[src/rtl/ram_port_arbiter_pkg.sv]
// ram_arb_pkg
// Shared types and constants for the RAM port arbiter slice.
//   arb_state_t : debug-side transaction state (idle / waiting for grant / holding ack)
//   SEL_WORD    : byte-enable pattern used for every debug access (always full words)
package ram_arb_pkg;

  typedef enum logic [1:0] {
    ARB_IDLE,
    ARB_WAIT,
    ARB_ACK
  } arb_state_t;

  localparam logic [3:0] SEL_WORD = 4'b1111;

endpackage

[src/rtl/ram_port_arbiter_if.sv]
// ram_port_arbiter_if
// Bundles the three buses around the arbiter: the CPU MEM-stage port, the
// four-phase debug/loader port, and the single-port RAM port.
//   modport slave  : the arbiter's view (consumes CPU/debug requests, drives the RAM)
//   modport master : the surrounding system's view (CPU, debug host and RAM)
// Parameter ADDR_BITS is the byte-address width; word addresses are ADDR_BITS-2 bits.
interface ram_port_arbiter_if #(
  parameter int ADDR_BITS = 12
);

  // CPU MEM stage
  logic                 cpu_req;
  logic                 cpu_rw;
  logic [ADDR_BITS-3:0] cpu_addr;
  logic [3:0]           cpu_sel;
  logic [31:0]          cpu_wdata;
  logic [31:0]          cpu_rdata;
  logic                 cpu_stall;

  // Debug / loader port
  logic                 dbg_req;
  logic                 dbg_rw;
  logic [ADDR_BITS-3:0] dbg_addr;
  logic [31:0]          dbg_wdata;
  logic                 dbg_ack;
  logic [31:0]          dbg_rdata;

  // RAM port
  logic [ADDR_BITS-3:0] ram_addr;
  logic [31:0]          ram_data_in;
  logic [3:0]           ram_sel;
  logic                 ram_rw;
  logic [31:0]          ram_data_out;

  // Statistics
  logic [31:0]          conflict_cycles;

  modport slave (
    input  cpu_req, cpu_rw, cpu_addr, cpu_sel, cpu_wdata,
    output cpu_rdata, cpu_stall,
    input  dbg_req, dbg_rw, dbg_addr, dbg_wdata,
    output dbg_ack, dbg_rdata,
    output ram_addr, ram_data_in, ram_sel, ram_rw,
    input  ram_data_out,
    output conflict_cycles
  );

  modport master (
    output cpu_req, cpu_rw, cpu_addr, cpu_sel, cpu_wdata,
    input  cpu_rdata, cpu_stall,
    output dbg_req, dbg_rw, dbg_addr, dbg_wdata,
    input  dbg_ack, dbg_rdata,
    input  ram_addr, ram_data_in, ram_sel, ram_rw,
    output ram_data_out,
    input  conflict_cycles
  );

endinterface

[src/rtl/ram_port_arbiter_counter.sv]
// Counter
// Free-running up-counter with enable; wraps at 2^WIDTH.
//   clk   : clock
//   rst   : asynchronous active-high reset, clears the count
//   en    : count this cycle
//   count : current value
module Counter #(
  parameter int WIDTH = 32
) (
  input  logic             clk,
  input  logic             rst,
  input  logic             en,
  output logic [WIDTH-1:0] count
);

  always_ff @(posedge clk or posedge rst) begin
    if (rst) begin
      count <= '0;
    end else if (en) begin
      count <= count + WIDTH'(1);
    end
  end

endmodule

[src/rtl/ram_port_arbiter.sv]
// ram_port_arbiter
// Shares the single-port data RAM between the CPU MEM stage (priority) and a
// four-phase debug/loader port. A starvation counter forces a debug grant after
// STARVE_LIMIT denied cycles, stalling the CPU for exactly that one cycle.
//   clk  : system clock
//   rst  : asynchronous active-high reset; aborts any pending debug transaction
//   bus  : ram_port_arbiter_if.slave carrying the CPU, debug and RAM ports plus
//          the conflict_cycles statistic (cycles with cpu_stall=1)
// Parameters: ADDR_BITS (byte-address width), STARVE_LIMIT (>=1).
module ram_port_arbiter
  import ram_arb_pkg::*;
#(
  parameter int ADDR_BITS    = 12,
  parameter int STARVE_LIMIT = 8
) (
  input logic                 clk,
  input logic                 rst,
  ram_port_arbiter_if.slave   bus
);

  localparam int                CNT_W = $clog2(STARVE_LIMIT + 1);
  localparam logic [CNT_W-1:0]  LIMIT = CNT_W'(STARVE_LIMIT);

  arb_state_t           state;
  arb_state_t           next_state;

  logic                 pend_rw;
  logic [ADDR_BITS-3:0] pend_addr;
  logic [31:0]          pend_wdata;
  logic [CNT_W-1:0]     starve_cnt;
  logic                 dbg_ack_q;
  logic [31:0]          dbg_rdata_q;
  logic                 serve_dbg;
  logic                 cpu_stall_int;
  logic [31:0]          conflict_cnt;

  // Debug owns the RAM this cycle if the CPU is idle or has starved it long enough.
  assign serve_dbg = (state == ARB_WAIT) && (!bus.cpu_req || (starve_cnt == LIMIT));

  assign bus.cpu_rdata       = bus.ram_data_out;
  assign bus.cpu_stall       = cpu_stall_int;
  assign bus.dbg_ack         = dbg_ack_q;
  assign bus.dbg_rdata       = dbg_rdata_q;
  assign bus.conflict_cycles = conflict_cnt;

  // Grant select: CPU fields by default, pending debug fields on a serve cycle.
  // An idle CPU still drives address/data but must never write.
  always_comb begin
    bus.ram_addr    = bus.cpu_addr;
    bus.ram_data_in = bus.cpu_wdata;
    bus.ram_sel     = bus.cpu_sel;
    bus.ram_rw      = bus.cpu_req & bus.cpu_rw;
    cpu_stall_int   = 1'b0;
    if (serve_dbg) begin
      bus.ram_addr    = pend_addr;
      bus.ram_data_in = pend_wdata;
      bus.ram_sel     = SEL_WORD;
      bus.ram_rw      = pend_rw;
      cpu_stall_int   = bus.cpu_req;
    end
  end

  always_ff @(posedge clk or posedge rst) begin
    if (rst) begin
      state <= ARB_IDLE;
    end else begin
      state <= next_state;
    end
  end

  // ACK only releases on a sampled dbg_req=0, so a request dropped early in
  // WAIT still completes and then holds the ack for a single cycle.
  always_comb begin
    next_state = state;
    case (state)
      ARB_IDLE: if (bus.dbg_req) next_state = ARB_WAIT;
      ARB_WAIT: if (serve_dbg)   next_state = ARB_ACK;
      ARB_ACK:  if (!bus.dbg_req) next_state = ARB_IDLE;
      default:  next_state = ARB_IDLE;
    endcase
  end

  // Debug datapath: request capture, starvation count, read-data and ack registers.
  always_ff @(posedge clk or posedge rst) begin
    if (rst) begin
      pend_rw     <= 1'b0;
      pend_addr   <= '0;
      pend_wdata  <= '0;
      starve_cnt  <= '0;
      dbg_ack_q   <= 1'b0;
      dbg_rdata_q <= '0;
    end else begin
      case (state)
        ARB_IDLE: begin
          if (bus.dbg_req) begin
            pend_rw    <= bus.dbg_rw;
            pend_addr  <= bus.dbg_addr;
            pend_wdata <= bus.dbg_wdata;
            starve_cnt <= '0;
          end
        end
        ARB_WAIT: begin
          if (serve_dbg) begin
            if (!pend_rw) begin
              dbg_rdata_q <= bus.ram_data_out;
            end
            dbg_ack_q  <= 1'b1;
            starve_cnt <= '0;
          end else begin
            starve_cnt <= starve_cnt + CNT_W'(1);
          end
        end
        ARB_ACK: begin
          if (!bus.dbg_req) begin
            dbg_ack_q <= 1'b0;
          end
        end
        default: begin
          dbg_ack_q <= 1'b0;
        end
      endcase
    end
  end

  Counter #(
    .WIDTH(32)
  ) u_conflict_counter (
    .clk   (clk),
    .rst   (rst),
    .en    (cpu_stall_int),
    .count (conflict_cnt)
  );

endmodule

[src/flat_wrapper.sv]
// flat-port wrapper written by rule: the top's interface ports become plain ports
module ram_port_arbiter_flat import ram_arb_pkg::*;
#(
  parameter int ADDR_BITS    = 12,
  parameter int STARVE_LIMIT = 8
)
  (clk, rst, bus_cpu_req, bus_cpu_rw, bus_cpu_addr, bus_cpu_sel, bus_cpu_wdata, bus_cpu_rdata, bus_cpu_stall, bus_dbg_req, bus_dbg_rw, bus_dbg_addr, bus_dbg_wdata, bus_dbg_ack, bus_dbg_rdata, bus_ram_addr, bus_ram_data_in, bus_ram_sel, bus_ram_rw, bus_ram_data_out, bus_conflict_cycles);
  ram_port_arbiter_if #(.ADDR_BITS(ADDR_BITS)) bus_i ();
  input logic clk;
  input logic rst;
  input wire logic [$bits(bus_i.cpu_req)-1:0] bus_cpu_req;
  input wire logic [$bits(bus_i.cpu_rw)-1:0] bus_cpu_rw;
  input wire logic [$bits(bus_i.cpu_addr)-1:0] bus_cpu_addr;
  input wire logic [$bits(bus_i.cpu_sel)-1:0] bus_cpu_sel;
  input wire logic [$bits(bus_i.cpu_wdata)-1:0] bus_cpu_wdata;
  output wire logic [$bits(bus_i.cpu_rdata)-1:0] bus_cpu_rdata;
  output wire logic [$bits(bus_i.cpu_stall)-1:0] bus_cpu_stall;
  input wire logic [$bits(bus_i.dbg_req)-1:0] bus_dbg_req;
  input wire logic [$bits(bus_i.dbg_rw)-1:0] bus_dbg_rw;
  input wire logic [$bits(bus_i.dbg_addr)-1:0] bus_dbg_addr;
  input wire logic [$bits(bus_i.dbg_wdata)-1:0] bus_dbg_wdata;
  output wire logic [$bits(bus_i.dbg_ack)-1:0] bus_dbg_ack;
  output wire logic [$bits(bus_i.dbg_rdata)-1:0] bus_dbg_rdata;
  output wire logic [$bits(bus_i.ram_addr)-1:0] bus_ram_addr;
  output wire logic [$bits(bus_i.ram_data_in)-1:0] bus_ram_data_in;
  output wire logic [$bits(bus_i.ram_sel)-1:0] bus_ram_sel;
  output wire logic [$bits(bus_i.ram_rw)-1:0] bus_ram_rw;
  input wire logic [$bits(bus_i.ram_data_out)-1:0] bus_ram_data_out;
  output wire logic [$bits(bus_i.conflict_cycles)-1:0] bus_conflict_cycles;
  assign bus_i.cpu_req = bus_cpu_req;
  assign bus_i.cpu_rw = bus_cpu_rw;
  assign bus_i.cpu_addr = bus_cpu_addr;
  assign bus_i.cpu_sel = bus_cpu_sel;
  assign bus_i.cpu_wdata = bus_cpu_wdata;
  assign bus_cpu_rdata = bus_i.cpu_rdata;
  assign bus_cpu_stall = bus_i.cpu_stall;
  assign bus_i.dbg_req = bus_dbg_req;
  assign bus_i.dbg_rw = bus_dbg_rw;
  assign bus_i.dbg_addr = bus_dbg_addr;
  assign bus_i.dbg_wdata = bus_dbg_wdata;
  assign bus_dbg_ack = bus_i.dbg_ack;
  assign bus_dbg_rdata = bus_i.dbg_rdata;
  assign bus_ram_addr = bus_i.ram_addr;
  assign bus_ram_data_in = bus_i.ram_data_in;
  assign bus_ram_sel = bus_i.ram_sel;
  assign bus_ram_rw = bus_i.ram_rw;
  assign bus_i.ram_data_out = bus_ram_data_out;
  assign bus_conflict_cycles = bus_i.conflict_cycles;
  ram_port_arbiter #(.ADDR_BITS(ADDR_BITS), .STARVE_LIMIT(STARVE_LIMIT)) u_core (.clk(clk), .rst(rst), .bus(bus_i));
endmodule
[config.mk]
export PLATFORM = sky130hd
export DESIGN_NAME = ram_port_arbiter_flat
export DESIGN_NICKNAME = d
export VERILOG_FILES = /design/src/rtl/ram_port_arbiter_pkg.sv /design/src/rtl/ram_port_arbiter_if.sv /design/src/rtl/ram_port_arbiter_counter.sv /design/src/rtl/ram_port_arbiter.sv /design/src/flat_wrapper.sv
export SDC_FILE = /design/constraint.sdc
export NUM_CORES = 1
export LEC_CHECK = 0
export ABC_AREA = 1
export BUFFER_PORTS_ARGS = -buffer_cell sky130_fd_sc_hd__buf_2
export CAP_MARGIN = 20
export CORE_MARGIN = 5
export CORE_UTILIZATION = 41
export CTS_BUF_LIST = sky130_fd_sc_hd__clkbuf_4
export CTS_CLUSTER_DIAMETER = 40
export DETAILED_ROUTE_END_ITERATION = 16
export PLACE_DENSITY = 0.72
export SLEW_MARGIN = 10
export SYNTH_ARGS = -nofsm -noshare
export SYNTH_HDL_FRONTEND = slang
export SYNTH_HIERARCHICAL = 1
export SYNTH_SLANG_ARGS = --single-unit
[constraint.sdc]
create_clock -name clk -period 6.7 [get_ports clk]
set_clock_uncertainty 0.2 [all_clocks]
set_input_delay 0.335 -clock clk [delete_from_list [all_inputs] [get_ports clk]]
set_output_delay 0.335 -clock clk [all_outputs]
set_load 0.005 [all_outputs]
==> flow_summary.yaml <==
outcome:
  status: "complete, no violations"
place:
  gp_congestion: 0.851
  place_hpwl_um: 12300
  io_buffers: 270
  placed_area_um2: 7080
  dp_cells: 1139
sta:
  fin_tns_setup_ns: 0
  setup_violations: 0
  max_freq_ghz: 0.260
  hold_ws_ns: 0.101
  period_share_pct: 57.4
  rsz0062_at_grt: "false"
  final_hold_viol_count: 0
  max_slew_margin_pct: 40.5
  timing.final.crit_period_ns: 3.85
  tightestPinTransition_ns: 0.890
  maxSlewViolCount: 0
clock_tree:
  clockRootBuffer: "clkbuf_4"
  clockBufferDepth: 2
  numCtsBuffers: 17
  clock_sinks: 114
  postCtsHoldBufs: 77
  clk_pin_slew_ns: 0.11
  clk_latency_ns: 0.54
  cts_tree: "yes"
  postCtsSetupBuffers: 0
  htreeDepth: 4
  cts_resized: 0
floorplan:
  rows: 43
  initial_utilization_pct: 41.9
  die_y_um: 129
  die_area_um2: 16700
  die_w_um: 129
  ioPinCount: 271
  coreArea_um2: 13900
critical_path:
  cp_slowest_cell: "nor2_4"
  crit_path_start_kind: "register"
  cp_cell_sequence: "nor2_4 -> nand2_4 -> inv_2 -> nand2_1 -> nand2_1 -> buf_2"
  cpMostUsedCell: "nand2_1"
  arrival_ns: 3.31
  r2r-start: "u_core/state[1]"
  r2r_slack_ns: 3.30
  critical_path.endpoint_type: "primary output"
  critPathRequiredTime_ns: 6.16
  slowest_delay_ns: 0.73
  cp_num_buf_inv: 2
  rr_endpoint: "u_core/u_conflict_counter/count[26]"
  cpLargestDelayFamily: "simple AND/OR/NAND/NOR gates"
  critPathKind: "register to primary output"
  worst_r2r_path_depth: 10
  crit_path_max_fanout: 54
yosys:
  yosysWarnings: 6
  synth_cell_type_count: 27
  synthCells: 746
  seq_area_frac_synth_pct: 48.9
  synth_area_um2: 5830
  synth_nets: 875
  synth-seq-cells: 114
  synth_area_per_cell_um2: 7.82
power_and_ir_drop:
  p_leak_nw: 4.70
  ir_worst_vdd_uv: 158
  power_density_nw_per_um2: 312
drt:
  drtPass1Iterations: 5
  num_vias: 5949
  drc: 0
  drtIter0Drc: 512
  final_antenna_net_count: 0
  post_drt_wl_per_cell_um: 14.3
  avgViaCountPerCell: 4.76
  wl_um: 17800
global_route:
  grt_usage_pct: 21.5
  grt_max_degree: 83
  grt_antenna_before_repair: 2
  grt_pass1_wl_um: 28500
  grt_pass1_vias: 5843
  grt_overflow_total: 0
cells_and_area:
  nNetsFinal: 1185
  syn2layout_area_growth_pct: 40.8
  stdcell_count: 1250
  layout_common_cells: "nand2_1 (365), buf_2 (270), dfrtp_1 (114)"
  postLayoutCellArea_um2: 8210
  drive_gt1_share_pct: 31.1
  final_common_cell: "nand2_1"
  post-route-util_pct: 58.9
min_path:
  whs_path_depth: 4
  hp-start: "bus_cpu_req"
  hold-path-endpoint: "u_core/u_conflict_counter/count[0]"
  hold_class: "input port to register"
job:
  drv_cap: 0
## sequential cells by signal, summed over array words and instances (netlist names)
| register | flops |
|---|---|
| u_core/bus.dbg_rdata | 32 |
| u_core/pend_wdata | 32 |
| u_core/u_conflict_counter/count | 32 |
| u_core/pend_addr | 10 |
| u_core/starve_cnt | 4 |
| u_core/state | 2 |
| u_core/bus.dbg_ack | 1 |
| u_core/pend_rw | 1 |
## worst max path at each step
stage	cells after the start	startpoint	slack (ns)	end
2_1_floorplan	1	rst	4.06	u_core/bus.dbg_ack
3_3_place_gp	10	u_core/state[1]	3.43	u_core/u_conflict_counter/count[26]
3_5_place_dp	10	u_core/state[1]	3.31	u_core/u_conflict_counter/count[26]
4_1_cts	6	u_core/state[1]	2.84	bus_ram_data_in[22]
5_1_grt	6	u_core/state[1]	2.56	bus_ram_data_in[15]
6_report	6	u_core/state[1]	2.85	bus_ram_data_in[12]
## worst register-to-register path, stage by stage, from the launching register on
cell	delay, ns
dfrtp_1	0.47
nor2_4	0.73
nand2_4	0.51
nor2_1	0.46
nand2_1	0.19
nor2_4	0.17
nand3_2	0.12
nor2_4	0.24
nand3_1	0.11
nand2_1	0.08
nand2_1	0.04
## area by class of cell
type | instances | area, um^2
well taps | 180 | 225
flip-flops and latches | 114 | 2850
inverters | 46 | 174
multi-input cells | 524 | 2420
repair buffers | 353 | 2200
diodes | 1 | 2.50
clock inverters | 13 | 190
clock buffers | 19 | 143
fillers | 1231 | 5730
## Yosys cell counts
| cell | count | area, um^2 |
|---|---|---|
| nor2_1 | 22 | 82.6 |
| or2_1 | 4 | 25.0 |
| inv_1 | 41 | 154 |
| nand2_1 | 365 | 1370 |
| mux2_2 | 1 | 11.3 |
| ha_1 | 3 | 37.5 |
| and2_1 | 1 | 6.26 |
| o21ai_0 | 16 | 80.1 |
| xnor2_1 | 7 | 61.3 |
| clkinv_1 | 1 | 3.75 |
| nor2_2 | 3 | 18.8 |
| buf_4 | 32 | 240 |
| buf_6 | 1 | 11.3 |
| xor2_1 | 15 | 131 |
| nor3_1 | 1 | 5.00 |
| clkbuf_1 | 6 | 22.5 |
| dfrtp_1 | 114 | 2850 |
| buf_2 | 23 | 115 |
| nor2_4 | 7 | 78.8 |
| nand3_1 | 19 | 95.1 |
| nand3b_1 | 2 | 15.0 |
| nor2_8 | 1 | 20.0 |
| nand2_4 | 3 | 33.8 |
| nand3_2 | 2 | 20.0 |
| nand2_2 | 6 | 37.5 |
| nand4_1 | 46 | 288 |
| inv_2 | 4 | 15.0 |
## stage by stage
stage	setup WS [ns]	power, mW
after floorplan	4.06	1.58
after global placement	3.43	1.91
after CTS	2.84	2.58
after global routing	2.56	2.77
final	2.85	2.56
after detailed placement	3.31	1.94
## report_power, final
part | switching [mW] | internal, mW | leakage (nW)
clock | 0.263 | 0.335 | 0.172
sequential | 0.146 | 0.924 | 1.45
combinational | 0.531 | 0.361 | 3.07
## cell families after synthesis
family / synth area share (%)
flops: 48.9
buf+inv: 9.63
compound gates: 1.37
xor+xnor: 3.30
mux: 0.193
fa+ha+maj: 0.644
simple gates: 35.9
## per-layer routing
metal  vias to the layer above  wire length, um  share of wire (%)  global-route usage, %
li1                       2924                -                  -                      -
met1                      2750             7270                 41                   26.0
met2                       233             8850                 50                   36.5
met3                        40             1260                7.1                   5.11
met4                         2              441                2.5                   9.94
met5                         -                7              0.039                      0
(Power assumes the default switching activity.)
